File: config.mk
export PLATFORM = sky130hd
export DESIGN_NAME = tx_link_sched
export DESIGN_NICKNAME = d
export VERILOG_FILES = /design/src/rtl/tx_link_sched.sv
export SDC_FILE = /design/constraint.sdc
export NUM_CORES = 1
export LEC_CHECK = 0
export BUFFER_PORTS_ARGS = -buffer_cell sky130_fd_sc_hd__buf_2
export CORE_UTILIZATION = 50
export CTS_CLUSTER_SIZE = 16
export DETAILED_ROUTE_END_ITERATION = 10
export PLACE_DENSITY = 0.74
export SLEW_MARGIN = 5
export SYNTH_ARGS = -nofsm -noshare
export SYNTH_HDL_FRONTEND = slang
export SYNTH_SLANG_ARGS = --single-unit
File: constraint.sdc
create_clock -name clk_i -period 3.5 [get_ports clk_i]
set_input_delay 0.35 -clock clk_i [delete_from_list [all_inputs] [get_ports clk_i]]
set_output_delay 0.35 -clock clk_i [all_outputs]
set_load 0.02 [all_outputs]
File: src/rtl/tx_link_sched.sv
// tx_link_sched: transmit link scheduler in front of the 8b10b serializer.
// Shares one serial lane between NREQ packet sources using round-robin
// arbitration with packet lock, sends a K28.5 alignment preamble after reset,
// fills idle slots with K28.5 and forces a sync comma between packets when
// SYNC_PERIOD-1 slots have passed without one. Paced by the serializer's
// symbol-load strobe; every ser_ena_i=1 cycle is one slot.
//
// Ports
//   clk_i        clock
//   rst_i        synchronous active-high reset
//   req_valid_i  per-requester symbol valid
//   req_data_i   per-requester symbol {K,data[7:0]}, requester i at [9i+8:9i]
//   req_last_i   per-requester last symbol of packet
//   req_ready_o  per-requester accept (combinational, only in a slot)
//   ser_ena_i    serializer load strobe, one cycle = one slot
//   ser_data_o   symbol held for the serializer
//   grant_o      one-hot owner of the packet in flight, 0 when none
//   link_up_o    alignment preamble complete
//   busy_o       packet in flight
//   underrun_o   one-cycle pulse when the owner is not valid in a mid-packet slot
module tx_link_sched #(
  parameter int unsigned NREQ        = 4,
  parameter int unsigned ALIGN_LEN   = 16,
  parameter int unsigned SYNC_PERIOD = 256
) (
  input  logic                clk_i,
  input  logic                rst_i,
  input  logic [NREQ-1:0]     req_valid_i,
  input  logic [NREQ*9-1:0]   req_data_i,
  input  logic [NREQ-1:0]     req_last_i,
  output logic [NREQ-1:0]     req_ready_o,
  input  logic                ser_ena_i,
  output logic [8:0]          ser_data_o,
  output logic [NREQ-1:0]     grant_o,
  output logic                link_up_o,
  output logic                busy_o,
  output logic                underrun_o
);

  localparam int unsigned SYM_W  = 9;
  localparam int unsigned IDX_W  = (NREQ > 1) ? $clog2(NREQ) : 1;
  localparam int unsigned ACNT_W = $clog2(ALIGN_LEN + 1);
  localparam int unsigned SCNT_W = $clog2(SYNC_PERIOD);

  localparam logic [SYM_W-1:0]  K28_5      = 9'h1BC;
  localparam logic [ACNT_W-1:0] ALIGN_LAST = ACNT_W'(ALIGN_LEN - 1);
  localparam logic [SCNT_W-1:0] SYNC_MAX   = SCNT_W'(SYNC_PERIOD - 1);

  typedef enum logic [1:0] {
    ST_ALIGN = 2'd0,
    ST_ARB   = 2'd1,
    ST_PKT   = 2'd2
  } state_t;

  state_t state_q, state_d;

  logic [SYM_W-1:0]  sym_q, sym_d;
  logic [ACNT_W-1:0] align_cnt_q;
  logic [SCNT_W-1:0] sync_cnt_q;
  logic [IDX_W-1:0]  rr_ptr_q, rr_d;
  logic              rr_upd;
  logic [IDX_W-1:0]  owner_q, owner_d;
  logic [NREQ-1:0]   grant_q, grant_d;
  logic              link_up_q;
  logic              underrun_q, underrun_d;
  logic [NREQ-1:0]   ready_c;

  logic              arb_found;
  logic [IDX_W-1:0]  arb_idx;
  logic [IDX_W-1:0]  cand;
  logic              sync_hit;

  logic [SYM_W-1:0]  req_sym [NREQ];

  // Unpack the flat data bus into one symbol per requester.
  for (genvar g = 0; g < NREQ; g++) begin : g_unpack
    assign req_sym[g] = req_data_i[SYM_W*g +: SYM_W];
  end

  function automatic logic [IDX_W-1:0] next_idx(input logic [IDX_W-1:0] i);
    return IDX_W'((32'(i) + 32'd1) % NREQ);
  endfunction

  // Round-robin search: first valid requester starting at rr_ptr.
  always_comb begin
    arb_found = 1'b0;
    arb_idx   = '0;
    cand      = '0;
    for (int unsigned k = 0; k < NREQ; k++) begin
      cand = IDX_W'((32'(rr_ptr_q) + k) % NREQ);
      if (!arb_found && req_valid_i[cand]) begin
        arb_found = 1'b1;
        arb_idx   = cand;
      end
    end
  end

  // A sync comma is due once the lane has gone SYNC_PERIOD-1 slots without one.
  assign sync_hit = (sync_cnt_q >= SYNC_MAX);

  // State register.
  always_ff @(posedge clk_i) begin
    if (rst_i) begin
      state_q <= ST_ALIGN;
    end else begin
      state_q <= state_d;
    end
  end

  // Next-state logic; transitions happen only in slots.
  always_comb begin
    state_d = state_q;
    if (ser_ena_i) begin
      case (state_q)
        ST_ALIGN: begin
          if (align_cnt_q == ALIGN_LAST) state_d = ST_ARB;
        end
        ST_ARB: begin
          if (!sync_hit && arb_found && !req_last_i[arb_idx]) state_d = ST_PKT;
        end
        ST_PKT: begin
          if (req_valid_i[owner_q] && req_last_i[owner_q]) state_d = ST_ARB;
        end
        default: state_d = ST_ALIGN;
      endcase
    end
  end

  // Output/datapath decisions for the current slot.
  always_comb begin
    ready_c    = '0;
    sym_d      = K28_5;
    grant_d    = grant_q;
    owner_d    = owner_q;
    rr_d       = rr_ptr_q;
    rr_upd     = 1'b0;
    underrun_d = 1'b0;
    case (state_q)
      ST_ALIGN: begin
        sym_d = K28_5;
      end
      ST_ARB: begin
        if (sync_hit) begin
          sym_d = K28_5;
        end else if (arb_found) begin
          ready_c[arb_idx] = 1'b1;
          sym_d            = req_sym[arb_idx];
          if (req_last_i[arb_idx]) begin
            // Single-symbol packet: no lock, just advance the pointer.
            rr_d   = next_idx(arb_idx);
            rr_upd = 1'b1;
          end else begin
            owner_d          = arb_idx;
            grant_d          = '0;
            grant_d[arb_idx] = 1'b1;
          end
        end
      end
      ST_PKT: begin
        ready_c[owner_q] = 1'b1;
        if (req_valid_i[owner_q]) begin
          sym_d = req_sym[owner_q];
          if (req_last_i[owner_q]) begin
            rr_d    = next_idx(owner_q);
            rr_upd  = 1'b1;
            grant_d = '0;
          end
        end else begin
          // Owner starved mid-packet: hold the lock, send filler.
          sym_d      = K28_5;
          underrun_d = 1'b1;
        end
      end
      default: begin
        sym_d = K28_5;
      end
    endcase
  end

  // Ready only in a slot and never while reset is asserted.
  assign req_ready_o = (ser_ena_i && !rst_i) ? ready_c : '0;

  // Datapath registers: updated only in slots, except the underrun clear.
  always_ff @(posedge clk_i) begin
    if (rst_i) begin
      sym_q       <= K28_5;
      align_cnt_q <= '0;
      sync_cnt_q  <= '0;
      rr_ptr_q    <= '0;
      owner_q     <= '0;
      grant_q     <= '0;
      link_up_q   <= 1'b0;
      underrun_q  <= 1'b0;
    end else begin
      underrun_q <= 1'b0;
      if (ser_ena_i) begin
        sym_q      <= sym_d;
        grant_q    <= grant_d;
        owner_q    <= owner_d;
        underrun_q <= underrun_d;
        if (rr_upd) rr_ptr_q <= rr_d;
        // Any comma on the lane, including one sent by a requester, restarts the count.
        if (sym_d == K28_5) begin
          sync_cnt_q <= '0;
        end else if (sync_cnt_q != SYNC_MAX) begin
          sync_cnt_q <= sync_cnt_q + SCNT_W'(1);
        end
        if (state_q == ST_ALIGN) begin
          align_cnt_q <= align_cnt_q + ACNT_W'(1);
          if (align_cnt_q == ALIGN_LAST) link_up_q <= 1'b1;
        end
      end
    end
  end

  assign ser_data_o = sym_q;
  assign grant_o    = grant_q;
  assign link_up_o  = link_up_q;
  assign busy_o     = (state_q == ST_PKT);
  assign underrun_o = underrun_q;

endmodule

==> results.md <==
Run status:
- The flow ran to the end, and the final reports show no timing, DRC or antenna violations.

Route:
- The first TritonRoute pass finished after 5 iterations.
- The routed length per instance is between 15 and 20 um.
- The final route contains 2596 vias.
- In the routed layout, each cell is associated on average with a via count of 6.05.
- The first-iteration detailed-routing DRC count is 231.
- In the routed design, unresolved DRC markers number 0.
- The routed design has slightly below 7000 um of wire.
- In this run the remaining antenna-violating nets after routing total 0.

STA:
- The worst pin sits at a relative slew slack of between 40% and 50%.
- Setup repair after global routing left no endpoint under its margin.
- The final setup TNS is 0 ns.
- The final number of max-transition violations came to 0.
- For the finished layout, the period the worst path requires is 2.79 ns.
- The hold violation total from the final report is 0.
- The clock arrives with 0.00687 ns of skew.
- The tightest hold path in the finished design has a slack of 0.451 ns.
- Derived from the worst setup path, the maximum achievable clock frequency is 358 MHz.
- After layout, the worst path uses 79.8% of the clock period.
- The actual slew at the worst max-slew pin is 0.792 ns.
- Setup violations remaining at the end of the flow were counted as 0.

Floorplanning:
- For this design the top-level I/O count stands at 67.
- The vertical die dimension is about 73 um.
- The floorplan die area is about 0.0053 mm^2.
- The initial utilization of the core area, before any placement, comes to 52.3%.
- The cell row count is 25.
- The placeable core region is 0.00475 mm^2.
- The floorplan die width is 72.6 um.

Critical path:
- The critical path startpoint category is a flop.
- In this design, the stage delay of the slowest critical-path cell is about 0.53 ns.
- The critical path crosses 8 cells after its start point.
- The cell with the largest stage delay on the worst path is nor4_4.
- At the worst endpoint, the required time is 3.64 ns.
- The data arrival time of the critical path is between 2 and 3 ns.
- The logic depth of the worst register-to-register path is 8.
- On the critical path the largest part of the delay comes from compound AO/OA/AOI/OAI gates.
- The critical path goes through nand2_1, a211o_1, and3_1, a211oi_1, a31oi_1, a311o_1, nor4_4, nor3_1.
- The critical path class is flop to flop.
- The worst setup path is captured at a flop.
- The sum of buffers and inverters on the critical path is 0.
- In this run the worst path has a maximum fanout of 12.

Final layout:
- Once layout is complete, the utilization of the core stands at 61.4%.
- At the end of the flow, the number of nets in the layout was 416.
- The area growth from synthesis to final layout is 17.2%.
- The share of final-layout standard cells stronger than drive strength 1 is about a quarter.
- 0 antenna diodes ended up in the layout.
- The filler-free cell count of the finished design is 429.

Synthesis:
- By area the synthesized netlist is led by dfxtp_1, mux4_2, nor2_1, mux2i_1, ha_1.
- When the netlist entered floorplanning its net count stood at ~360.
- For this run, asynchronously set or reset flops after synthesis account for 0%.
- The share of synthesized area in the top cell type comes to 27.4%.
- The biggest area consumer among synthesized cells is dfxtp_1.
- Sequential cells were found to cover between 20 and 30% of the synthesized design area.
- The mean instance size in the synthesized netlist is 8.16 um^2.
- The number of standard cells after synthesis is approximately 310.
- Counting flops with a built-in enable in the synthesized netlist gives 0.
- In the synthesized netlist, the cells that appear most often are nor2_1, dfxtp_1, nand2_1.
- Yosys printed 0 warnings.
- nor2_1 is the most common cell in the netlist.
- Among all flip-flop cells after synthesis, the most frequent one is dfxtp_1.
- Counting flops and latches in the post-synthesis netlist gives 34.
- The post-synth design cell area is 0.00249 mm^2.
- The post-synthesis cell type count is 51.

Placement:
- The estimated wirelength of the detail-placed design is 5120 um.
- The number of placed instances, taps included, is 422.
- The final estimated routing congestion in global placement is approximately 0.90.
- The count of input and output buffers is 66.

Clocking:
- The tree is rooted in a clkbuf_8.
- Hold repair after CTS inserted 0 buffers.
- The clock-pin slew of the registers on the worst-case setup and hold paths is 0.06 ns.
- Counting the buffers created by CTS gives 5.
- The number of buffers between clock root and the deepest sink is 2.
- For this design, the sink count on the clock tree is 34.
- The count of H-tree levels built during CTS is 2.
- The clock tree from TritonCTS is done.
- For the worst-skew pair, the clock arrives at the later sink with an insertion delay of 0.28 ns.
- The number of gates given a new drive strength after cts is 0.
- The setup fix buffers added after clock tree synthesis is 0.

Global routing:
- Global routing used 26.2% of the available tracks.
- The number of antenna violations at the first check in global routing was 0.
- The total overflow left after global routing is 0.
- Entering global routing, the biggest net connects 36 pins.
- The number of global-route vias before repair is 2363.
- The wire length of the first global-routing pass is 10800 um.

Power and ir drop:
- The total power per unit cell area is 321 mW/mm^2.
- Across the VDD grid, the largest voltage drop is 0.000275 V.
- The analysis attributes to cell leakage a power of 0.00120 uW.
- The post-layout total power is around 940 uW.

Worst hold path:
- Counting instances, the worst hold path has a depth of 2.
- In this run the worst hold path is classified as flop to flop.

Run:
- The tool flagged a number of max-cap violations equal to 0.
==> per-stage QoR <==
step	area, um^2	worst slack [ns]
2_1_floorplan	2490	1.07
3_3_place_gp	2840	0.712
3_5_place_dp	2840	0.702
4_1_cts	2920	0.723
5_1_grt	2920	0.438
6_report	2920	0.708
==> layer usage <==
layer,part of all wire (%),track usage [%]
met4,1.4,7.19
met5,0,0
met1,43,33.6
met2,48,45.5
met3,6.8,4.31
==> cell type report <==
class	instances	area [um^2]
Tap cell	67	83.8
Multi-Input combinational cell	238	1670
Clock buffer	5	68.8
Clock inverter	2	10.0
Inverter	14	52.6
Timing Repair Buffer	69	353
Sequential cell	34	681
Fill cell	474	1840
==> cell families after synthesis <==
| logic type | Yosys count | synth area share [%] |
|---|---|---|
| xor+xnor | 7 | 2.46 |
| flops | 34 | 27.4 |
| fa+ha+maj | 7 | 3.52 |
| simple gates | 121 | 24.0 |
| compound gates | 81 | 22.7 |
| mux | 22 | 14.4 |
| buf+inv | 33 | 5.58 |
==> state kept, by name, summed over array words and instances (netlist names) <==
signal / cells
ser_data_o: 9
sync_cnt_q: 8
align_cnt_q: 5
grant_o: 4
owner_q: 2
rr_ptr_q: 2
state_q: 2
link_up_o: 1
underrun_o: 1
==> worst paths after layout <==
check	start	end	slack, ns
worst min-delay path	grant_o[1]	grant_o[1]	0.45
worst max-delay path	rr_ptr_q[1]	sync_cnt_q[5]	0.71
worst max register to register	rr_ptr_q[1]	sync_cnt_q[5]	0.71
worst min register to register	grant_o[1]	grant_o[1]	0.45
==> tightest hold or removal path: stages (launching register included) <==
cell     delay (ns)
dfxtp_1        0.31
nand2_1        0.05
a21oi_1        0.05
==> cell usage in the layout, fill, tap and decap left out, types with 2 or more instances in the layout <==
| cell | netlist | layout |
|---|---|---|
| a211o_1 | 2 | 2 |
| dfxtp_1 | 34 | 34 |
| o21ai_0 | 13 | 13 |
| o221ai_1 | 4 | 4 |
| nor3_1 | 11 | 11 |
| mux4_2 | 11 | 11 |
| clkinv_2 | 0 | 2 |
| a2111oi_0 | 4 | 4 |
| a21oi_1 | 16 | 16 |
| a211oi_1 | 7 | 7 |
| nor4_1 | 2 | 2 |
| buf_2 | 6 | 66 |
| xnor2_1 | 4 | 4 |
| buf_4 | 0 | 3 |
| o21a_1 | 4 | 4 |
| clkbuf_8 | 0 | 5 |
| nor2b_1 | 2 | 2 |
| and4_1 | 3 | 3 |
| inv_1 | 14 | 14 |
| nand2b_1 | 3 | 3 |
| mux2i_1 | 11 | 11 |
| xor2_1 | 3 | 3 |
| ha_1 | 7 | 7 |
| nor2_1 | 43 | 43 |
| a31oi_1 | 4 | 4 |
| nand4_1 | 6 | 6 |
| nand3_1 | 15 | 15 |
| and3_1 | 10 | 10 |
| nand2_1 | 19 | 19 |
| o311ai_0 | 2 | 2 |
| o21bai_1 | 6 | 6 |
| a32oi_1 | 3 | 3 |
| a221oi_1 | 5 | 5 |
==> power breakdown <==
group / internal, uW / switching [uW]
logic: 101 / 156
clock network: 133 / 129
registers: 404 / 13.4
total: 638 / 298
No activity file was read; power rests on OpenSTA's default activity.
